$ cat config.mk
export PLATFORM = sky130hd
export DESIGN_NAME = mem_access_unit
export DESIGN_NICKNAME = d
export VERILOG_FILES = /design/src/rtl/mem_pkg.sv /design/src/rtl/load_align.sv /design/src/rtl/mem_access_unit.sv
export SDC_FILE = /design/constraint.sdc
export NUM_CORES = 1
export LEC_CHECK = 0
export CAP_MARGIN = 20
export CORE_AREA = 2 2 124 126
export CTS_BUF_LIST = sky130_fd_sc_hd__clkbuf_8
export DETAILED_ROUTE_END_ITERATION = 6
export DIE_AREA = 0 0 126 128
export PLACE_DENSITY = 0.87
export SLEW_MARGIN = 5
export SYNTH_ARGS = -nofsm -noshare
export SYNTH_HDL_FRONTEND = slang
export SYNTH_HIERARCHICAL = 1
export SYNTH_SLANG_ARGS = --single-unit
$ cat constraint.sdc
create_clock -name clk -period 4.8 [get_ports clk]
set_input_delay 0.48 -clock clk [delete_from_list [all_inputs] [get_ports clk]]
set_output_delay 0.48 -clock clk [all_outputs]
set_load 0.005 [all_outputs]
$ cat src/rtl/mem_pkg.sv
// Shared memory-operation encodings for the decoder and the memory stage,
// plus the store lane helpers used by the load/store engine.
package mem_pkg;

  typedef enum logic [1:0] {
    NOOP = 2'b00,
    LOAD = 2'b01,
    STOR = 2'b10
  } mem_type_t;

  typedef enum logic [2:0] {
    FULL = 3'b000,
    BYTE = 3'b001,
    HALF = 3'b010
  } mem_size_t;

  localparam logic EXT_SIGN = 1'b0;
  localparam logic EXT_ZERO = 1'b1;

  typedef enum logic [1:0] {
    ST_IDLE = 2'b00,
    ST_BUS  = 2'b01,
    ST_DONE = 2'b10
  } mau_state_t;

  // Unknown size codes behave as a full word.
  function automatic mem_size_t norm_size(input logic [2:0] code);
    mem_size_t sz;
    case (code)
      3'b001:  sz = BYTE;
      3'b010:  sz = HALF;
      default: sz = FULL;
    endcase
    return sz;
  endfunction

  function automatic logic misaligned(input mem_size_t sz, input logic [1:0] lo);
    return ((sz == HALF) && lo[0]) || ((sz == FULL) && (lo != 2'b00));
  endfunction

  function automatic logic [3:0] store_be(input mem_size_t sz, input logic [1:0] lo);
    logic [3:0] be;
    case (sz)
      BYTE:    be = 4'b0001 << lo;
      HALF:    be = lo[1] ? 4'b1100 : 4'b0011;
      default: be = 4'b1111;
    endcase
    return be;
  endfunction

  function automatic logic [31:0] store_data(input mem_size_t sz, input logic [31:0] data);
    logic [31:0] d;
    case (sz)
      BYTE:    d = {4{data[7:0]}};
      HALF:    d = {2{data[15:0]}};
      default: d = data;
    endcase
    return d;
  endfunction

endpackage

$ cat src/rtl/load_align.sv
// Little-endian load lane extraction with sign or zero extension.
module load_align
  import mem_pkg::*;
(
  input  logic [31:0] rdata,
  input  logic [1:0]  addr_lo,
  input  logic [2:0]  size,
  input  logic        unsigned_flag,
  output logic [31:0] data
);

  logic [31:0] shifted_s;

  // Shift the addressed byte lane down to bit 0, then extend to the access size.
  always_comb begin
    shifted_s = rdata >> {addr_lo, 3'b000};
    case (size)
      BYTE: begin
        if (unsigned_flag == EXT_ZERO) data = {24'h00_0000, shifted_s[7:0]};
        else                           data = {{24{shifted_s[7]}}, shifted_s[7:0]};
      end
      HALF: begin
        if (unsigned_flag == EXT_ZERO) data = {16'h0000, shifted_s[15:0]};
        else                           data = {{16{shifted_s[15]}}, shifted_s[15:0]};
      end
      default: data = shifted_s;
    endcase
  end

endmodule

$ cat src/rtl/mem_access_unit.sv
// Memory-stage load/store engine: one outstanding bus access, aligned and
// extended load data for writeback, address-error exceptions on misalignment.
module mem_access_unit
  import mem_pkg::*;
#(
  parameter int ADDR_W = 32
) (
  input  logic              clk,
  input  logic              rst_n,
  input  logic              ex_valid,
  input  logic [1:0]        ex_mem_type,
  input  logic [2:0]        ex_mem_size,
  input  logic              ex_unsigned,
  input  logic [ADDR_W-1:0] ex_addr,
  input  logic [31:0]       ex_wdata,
  input  logic [4:0]        ex_wb_dest,
  input  logic              ex_wb_en,
  input  logic              flush,
  output logic              stall,
  output logic              bus_req,
  output logic              bus_we,
  output logic [3:0]        bus_be,
  output logic [ADDR_W-1:0] bus_addr,
  output logic [31:0]       bus_wdata,
  input  logic              bus_ack,
  input  logic [31:0]       bus_rdata,
  output logic              wb_valid,
  output logic              wb_en,
  output logic [4:0]        wb_dest,
  output logic [31:0]       wb_data,
  output logic              exc_adel,
  output logic              exc_ades,
  output logic [ADDR_W-1:0] exc_badvaddr
);

  mau_state_t        state_r, state_nx_s;
  mem_size_t         size_s, size_r;
  logic              is_mem_s, misalign_s, needs_bus_s, can_accept_s, accept_s, done_live_s;
  logic              op_load_r, uns_r, wben_r, err_r, wbv_r, flushed_r;
  logic [1:0]        addr_lo_r;
  logic [4:0]        dest_r;
  logic              bus_req_r, bus_we_r, wb_en_r;
  logic [3:0]        bus_be_r;
  logic [ADDR_W-1:0] bus_addr_r, badvaddr_r;
  logic [31:0]       bus_wdata_r, wb_data_r, load_data_s;
  logic [4:0]        wb_dest_r;

  assign size_s       = norm_size(ex_mem_size);
  assign is_mem_s     = (ex_mem_type == LOAD) || (ex_mem_type == STOR);
  assign misalign_s   = misaligned(size_s, ex_addr[1:0]);
  assign needs_bus_s  = is_mem_s && !misalign_s;
  assign can_accept_s = (state_r == ST_IDLE) || (state_r == ST_DONE);
  assign accept_s     = ex_valid && can_accept_s && !flush;

  load_align u_load_align (
    .rdata         (bus_rdata),
    .addr_lo       (addr_lo_r),
    .size          (size_r),
    .unsigned_flag (uns_r),
    .data          (load_data_s)
  );

  // State register.
  always_ff @(posedge clk or negedge rst_n) begin
    if (!rst_n) state_r <= ST_IDLE;
    else        state_r <= state_nx_s;
  end

  // Next-state: a new operation may be taken in DONE as well as IDLE.
  always_comb begin
    state_nx_s = state_r;
    case (state_r)
      ST_IDLE, ST_DONE: begin
        if (accept_s) state_nx_s = needs_bus_s ? ST_BUS : ST_DONE;
        else          state_nx_s = ST_IDLE;
      end
      ST_BUS: begin
        if (bus_ack) state_nx_s = ST_DONE;
        else         state_nx_s = ST_BUS;
      end
      default: state_nx_s = ST_IDLE;
    endcase
  end

  // Result pulses only live in DONE; a flush seen in BUS or in DONE itself squashes them.
  always_comb begin
    done_live_s = (state_r == ST_DONE) && !flushed_r && !flush;
    stall       = (state_r == ST_BUS) || (can_accept_s && ex_valid && needs_bus_s);
    wb_valid    = done_live_s && wbv_r;
    exc_adel    = done_live_s && err_r && op_load_r;
    exc_ades    = done_live_s && err_r && !op_load_r;
  end

  // Operation latch, bus request registers and held writeback/exception values.
  always_ff @(posedge clk or negedge rst_n) begin
    if (!rst_n) begin
      op_load_r   <= 1'b0;
      size_r      <= FULL;
      addr_lo_r   <= 2'b00;
      uns_r       <= 1'b0;
      dest_r      <= 5'd0;
      wben_r      <= 1'b0;
      err_r       <= 1'b0;
      wbv_r       <= 1'b0;
      flushed_r   <= 1'b0;
      bus_req_r   <= 1'b0;
      bus_we_r    <= 1'b0;
      bus_be_r    <= 4'b0000;
      bus_addr_r  <= {ADDR_W{1'b0}};
      bus_wdata_r <= 32'h0000_0000;
      wb_en_r     <= 1'b0;
      wb_dest_r   <= 5'd0;
      wb_data_r   <= 32'h0000_0000;
      badvaddr_r  <= {ADDR_W{1'b0}};
    end else begin
      if (accept_s) begin
        op_load_r <= (ex_mem_type == LOAD);
        size_r    <= size_s;
        addr_lo_r <= ex_addr[1:0];
        uns_r     <= ex_unsigned;
        dest_r    <= ex_wb_dest;
        wben_r    <= ex_wb_en;
        err_r     <= is_mem_s && misalign_s;
        wbv_r     <= is_mem_s ? !misalign_s : ex_wb_en;
        flushed_r <= 1'b0;
        if (needs_bus_s) begin
          bus_req_r   <= 1'b1;
          bus_we_r    <= (ex_mem_type == STOR);
          bus_be_r    <= store_be(size_s, ex_addr[1:0]);
          bus_addr_r  <= {ex_addr[ADDR_W-1:2], 2'b00};
          bus_wdata_r <= store_data(size_s, ex_wdata);
        end
        if (is_mem_s && misalign_s) badvaddr_r <= ex_addr;
        if (!is_mem_s) begin
          wb_en_r   <= ex_wb_en;
          wb_dest_r <= ex_wb_dest;
          wb_data_r <= ex_wdata;
        end
      end else if (state_r == ST_BUS) begin
        if (flush) flushed_r <= 1'b1;
        if (bus_ack) begin
          bus_req_r <= 1'b0;
          wb_en_r   <= wben_r;
          wb_dest_r <= dest_r;
          if (op_load_r) wb_data_r <= load_data_s;
        end
      end
    end
  end

  assign bus_req      = bus_req_r;
  assign bus_we       = bus_we_r;
  assign bus_be       = bus_be_r;
  assign bus_addr     = bus_addr_r;
  assign bus_wdata    = bus_wdata_r;
  assign wb_en        = wb_en_r;
  assign wb_dest      = wb_dest_r;
  assign wb_data      = wb_data_r;
  assign exc_badvaddr = badvaddr_r;

endmodule
==> impl_metrics.py, run 1 <==
metrics = {
    "clock_tree": {
        "post_cts.repair.setup_buffers": 0,
        "numCtsBuffers": 17,
        "cts.sinks": 155,
        "root_buffer": "clkbuf_8",
        "cts.path.max_buffers": 2,
        "clk_latency_ns": 0.46,
        "cts_tree": "yes",
        "clk_pin_slew_worst_paths_ns": 0.08,
        "htreeDepth": 4,
    },
    "die": {
        "num_rows": 45,
        "die_h_um": 128,
        "io_pins": 257,
        "initial_core_util_pct": 49.5,
        "dieArea_um2": 16100,
        "die_w_um": 126,
        "core-area_um2": 14900,
    },
    "critical_path": {
        "endpoint_kind": "primary output",
        "worstPathRequired_ns": 4.32,
        "start_kind": "input port",
        "timing.rr.start": "state_r[0]",
        "worst_r2r_path_depth": 4,
        "cp.arrival_ns": 3.21,
        "reg2reg_slack_ns": 2.24,
        "worstSetupPathType": "input port to primary output",
        "r2r-end": "bus_wdata[19]",
        "cp_max_fo": 21,
    },
    "global_routing": {
        "grt_pass1_wl_mm": 34.0,
        "overflow": 0,
        "grt_pass1_vias": 6057,
        "grt_usage_pct": 27.4,
        "grt_max_degree": 58,
        "antenna_found_initial": 0,
    },
    "finish": {
        "fill_cells": 1147,
        "num_antenna_cells": 0,
        "layout-drive-gt1-share_pct": 18.5,
        "post-route-cell-area_um2": 10300,
        "syn_to_final_growth_pct": 40.6,
        "fin_nets": 1004,
        "final_common_cell": "clkdlybuf4s50_1",
        "layout_common_cells": "clkdlybuf4s50_1 (253), dfrtp_1 (155), mux2_2 (109), a21oi_1 (57), inv_1 (43)",
    },
    "routing": {
        "wl_per_cell_um": 20.3,
        "drt_iter0_markers": 438,
        "first_pass_iters": 5,
        "ant_nets": 0,
        "drcViolationCount": 0,
        "viasPerCell": 5.61,
        "routed-via-count": 6092,
        "routed_wirelength_mm": 22.1,
    },
    "timing": {
        "tns_ns": 0,
        "skew_ns": 0.0136,
        "max_slew_margin_pct": 36.4,
        "final_hold_viol_count": 0,
        "fin_crit_sh_pct": 76.8,
        "finalSetupViolations": 0,
        "fmax_mhz": 271,
        "timing.hold.ws_ns": 0.494,
        "tightest_slew_ns": 0.954,
        "rsz0062_at_grt": "no",
        "min_period_ns": 3.69,
        "slew_violations": 0,
    },
    "synthesis": {
        "synth_seq_cells": 155,
        "avgSynthCellArea_um2": 11.4,
        "seq_area_frac_synth_pct": 52.7,
        "syn-instance-count": 643,
        "ys_warn_count": 6,
        "syn_area_um2": 7360,
        "synth_cell_types": 49,
    },
    "outcome": {
        "status": "completed",
    },
    "placed_design": {
        "portBuffers": 254,
        "dpl_cell_area_um2": 9930,
        "hpwlAfterDp_mm": 16.0,
        "place_congestion": 0.877,
    },
    "worst_hold_path": {
        "hold_class": "flip-flop to flip-flop",
        "hold_start": "bus_req",
        "holdPathStages": 2,
        "worst_hold_path.endpoint": "bus_req",
    },
    "power_and_ir_drop": {
        "power_leakage_nw": 4.51,
        "powerDensity_nw_per_um2": 434,
        "peakVddDrop_mv": 0.270,
    },
    "job": {
        "cap_violations": 0,
    },
}
==> Yosys cell counts, drive strengths merged <==
library cell	instances	area share, %
nor3b	2	0.27
nand3	7	0.48
a22oi	10	1.2
nand3b	2	0.20
nor2	13	0.70
and3	3	0.26
nand2b	7	0.60
nor4b	2	0.44
clkbuf	20	1.0
a211oi	7	0.71
clkinv	1	0.051
a22o	9	1.1
nor3	1	0.068
o22ai	32	2.7
a31oi	4	0.34
inv	41	2.1
or3b	2	0.27
nand4bb	1	0.15
o31ai	2	0.27
o21ai	45	3.2
o2bb2ai	1	0.20
buf	26	3.1
a21oi	57	3.9
a21boi	1	0.15
nand4b	1	0.12
nor2b	11	0.94
a21o	2	0.20
mux2	111	17
and2	2	0.17
nand2	42	2.1
or2	1	0.085
ha	5	0.85
conb	1	0.051
dfrtp	155	53
o21ba	1	0.14
mux2i	15	2.0
==> power by group <==
part | internal [mW] | leakage [nW] | switching (mW)
Clock | 0.440 | 0.192 | 0.512
Combinational | 1.04 | 2.48 | 0.599
Sequential | 1.69 | 1.84 | 0.215
==> state kept, by name (all words and copies together), names as in the netlist, 2 cells and up <==
register and flops:
wb_dest 5, bus_addr 30, bus_wdata 32, exc_badvaddr 32, addr_lo_r 2, dest_r 5
wb_data 32, bus_be 4, state_r 2, size_r 2
==> final cells by class <==
cell class              instances  area [um^2]  share of cell area (%)
well taps                     188          235                    2.27
flip-flops and latches        155         3880                    37.5
repair buffers                266         2660                    25.7
multi-input cells             404         3040                    29.4
clock buffers                  19          262                    2.53
inverters                      42          158                    1.52
clock inverters                12          114                    1.10
==> critical path: stages <==
cell             delay, ns
clkdlybuf4s50_1       0.47
nor3b_1               0.34
inv_1                 0.14
ha_1                  0.20
buf_4                 0.20
o21ai_1               0.49
and3_1                0.27
a22o_1                0.12
clkdlybuf4s50_1       0.49
==> cell families after synthesis <==
| family | after synthesis | synth area share [%] |
|---|---|---|
| AOI/OAI and AO/OA | 171 | 14.1 |
| DFF | 155 | 52.7 |
| and+or+nand+nor | 97 | 6.89 |
| muxes | 126 | 19.1 |
| buffers and inverters | 88 | 6.26 |
| adders and majority gates | 5 | 0.850 |
| other | 1 | 0.0510 |
==> layer usage <==
metal | routed length [um] | GRT usage [%] | part of all wire, %
met4 | 607 | 10.1 | 2.7
met2 | 10300 | 43.1 | 47
met3 | 2250 | 9.47 | 10
met5 | 0 | 0 | 0
met1 | 8940 | 35.4 | 41
==> metrics by stage <==
step                      setup slack [ns]  util [%]  power [mW]  cells
final                                 1.11      69.6        4.49   1086
after floorplan                       2.45         -        2.48    647
after global routing                 0.866      69.6        4.72   1086
after CTS                             1.13      69.4        4.52   1084
after global placement                1.01      66.8        3.51   1052
after detailed placement             0.888      66.8        3.55   1052
==> worst max path at each step <==
stage / start / end / slack [ns] / depth (start not counted)
after floorplan: ex_mem_size[2] / bus_addr[13] / 2.45 / 9
after global placement: ex_mem_size[0] / bus_wdata[22] / 1.01 / 9
after detailed placement: ex_mem_size[0] / bus_wdata[19] / 0.89 / 9
after CTS: ex_mem_size[0] / stall / 1.13 / 9
after global routing: ex_mem_size[0] / stall / 0.87 / 9
final: ex_mem_size[0] / stall / 1.11 / 9
==> timing repair <==
| action | 4_1_cts | 5_1_grt |
|---|---|---|
| hold buffers | 1 | 0 |
| endpoints found under the hold margin | 54 | 0 |
| resized for setup | 0 | 0 |
Note: power is estimated with default switching activity, not from simulation.
==> inputs of run 2 (changes only) <==
- CORE_AREA: 2 2 124 126 -> 2 2 136 138
- DIE_AREA: 0 0 126 128 -> 0 0 138 140
- PLACE_DENSITY: 0.87 -> 0.77
- clock period: 4.8 -> 3.3 ns (I/O delays scaled with it)
==> impl_metrics.py, run 2 (synthesized netlist as in run 1, its figures left out) <==
metrics = {
    "clock_tree": {
        "cts.sinks": 155,
        "cts_tree": "yes",
        "post_cts.repair.setup_buffers": 0,
        "clk_latency_ns": 0.46,
        "numCtsBuffers": 17,
        "hold_buffers": 1,
        "cts-resized-gates": 0,
        "htreeDepth": 4,
        "clk_pin_slew_worst_paths_ns": 0.08,
        "cts.path.max_buffers": 2,
        "root_buffer": "clkbuf_8",
    },
    "timing": {
        "fin_crit_sh_pct": 88.9,
        "final_hold_viol_count": 0,
        "tns_ns": 0,
        "finalSetupViolations": 0,
        "slew_violations": 0,
        "max_slew_margin_pct": 52.3,
        "rsz0062_at_grt": "no",
        "skew_ns": 0.0131,
        "tightest_slew_ns": 0.713,
        "fmax_mhz": 341,
        "min_period_ns": 2.93,
    },
    "placed_design": {
        "hpwlAfterDp_mm": 16.2,
        "place_congestion": 0.870,
        "portBuffers": 254,
    },
    "routing": {
        "routed_wirelength_mm": 22.3,
        "ant_nets": 0,
        "wl_per_cell_um": 19.7,
        "routed-via-count": 6009,
        "first_pass_iters": 5,
        "drcViolationCount": 0,
        "drt_iter0_markers": 296,
        "viasPerCell": 5.31,
    },
    "finish": {
        "seq_area_um2": 3880,
        "multiInputGateArea_um2": 3040,
        "syn_to_final_growth_pct": 42.8,
        "final_common_cell": "clkdlybuf4s50_1",
        "num_antenna_cells": 0,
        "layout-drive-gt1-share_pct": 19.1,
        "fin_nets": 1007,
        "layout_common_cells": "clkdlybuf4s50_1 (253), dfrtp_1 (155), mux2_2 (109), a21oi_1 (57), nand2_1 (42)",
        "fill_cells": 1504,
    },
    "global_routing": {
        "grt_pass1_vias": 6029,
        "grt_pass1_wl_mm": 34.7,
        "met3_usage_pct": 7.66,
        "busiest_layer": "met2",
        "met1_usage_pct": 29.4,
        "overflow": 0,
        "antenna_found_initial": 0,
        "grt_usage_pct": 23.0,
        "grt_max_degree": 67,
        "met2_usage_pct": 36.4,
    },
    "critical_path": {
        "endpoint_kind": "primary output",
        "start_kind": "input port",
        "worstPathRequired_ns": 2.97,
        "worstSetupPathType": "input port to primary output",
        "cp.arrival_ns": 2.60,
        "cp_max_fo": 7,
    },
    "power_and_ir_drop": {
        "power_leakage_nw": 4.56,
        "power.total_mw": 6.72,
        "peakVddDrop_mv": 0.433,
        "powerDensity_nw_per_um2": 640,
    },
    "die": {
        "dieArea_um2": 19300,
        "die_h_um": 140,
        "core-area_um2": 17800,
        "num_rows": 49,
        "initial_core_util_pct": 41.4,
        "io_pins": 257,
        "die_w_um": 138,
    },
    "outcome": {
        "status": "completed",
    },
    "worst_hold_path": {
        "hold_class": "input port to flip-flop",
    },
    "job": {
        "cap_violations": 0,
    },
}
## run 2: final cells by class
class	count	area share, %
timing repair buffer	269	25.7
clock buffer	18	2.36
tap	229	2.73
clock inverter	14	1.81
inverter	42	1.50
sequential	155	36.9
multi-input combinational	404	29.0
## run 2: through the flow
stage / instances / setup WS (ns) / instance area [um^2] / util (%) / hold WS [ns]
final: 1131 / 0.366 / 10500 / 59.1 / 0.420
after global routing: 1131 / 0.214 / 10500 / 59.1 / 0.418
after CTS: 1130 / 0.357 / 10500 / 59.0 / 0.401
after detailed placement: 1097 / 0.399 / 10000 / 56.5 / 0.364
after global placement: 1097 / 0.441 / 10000 / 56.5 / 0.359
after floorplan: 647 / 1.10 / 7370 / - / 0.0344
## run 2: report_power, final
part / internal, mW / switching [mW]
Clock: 0.799 / 0.798
Combinational: 1.51 / 0.843
Sequential: 2.46 / 0.315
Total: 4.77 / 1.96
## run 2: final timing paths
kind                       depth (start not counted)            from     endpoint  slack [ns]
min                                                3     ex_unsigned        uns_r        0.42
min in group asynchronous                          2           rst_n  wb_data[10]        0.44
max in group asynchronous                          3           rst_n  wb_data[28]        2.06
max                                                8  ex_mem_size[0]        stall        0.37
min reg2reg                                        2           wbv_r        wbv_r        0.50
max reg2reg                                        6    addr_lo_r[0]  wb_data[23]        1.05
## run 2: critical path, cell delays in order
cell and delay, ns:
clkdlybuf4s50_1 0.47, nor3b_1 0.34, inv_1 0.15, ha_1 0.24
nand2_1 0.21, and3_1 0.23, a22o_1 0.13, clkdlybuf4s50_1 0.51
## run 2: per-layer routing
layer,vias up,routed length [um],part of all wire (%)
met1,2914,9200,41
met3,43,2130,9.5
met4,0,647,2.9
met2,299,10300,46
li1,2753,-,-
met5,-,0,0
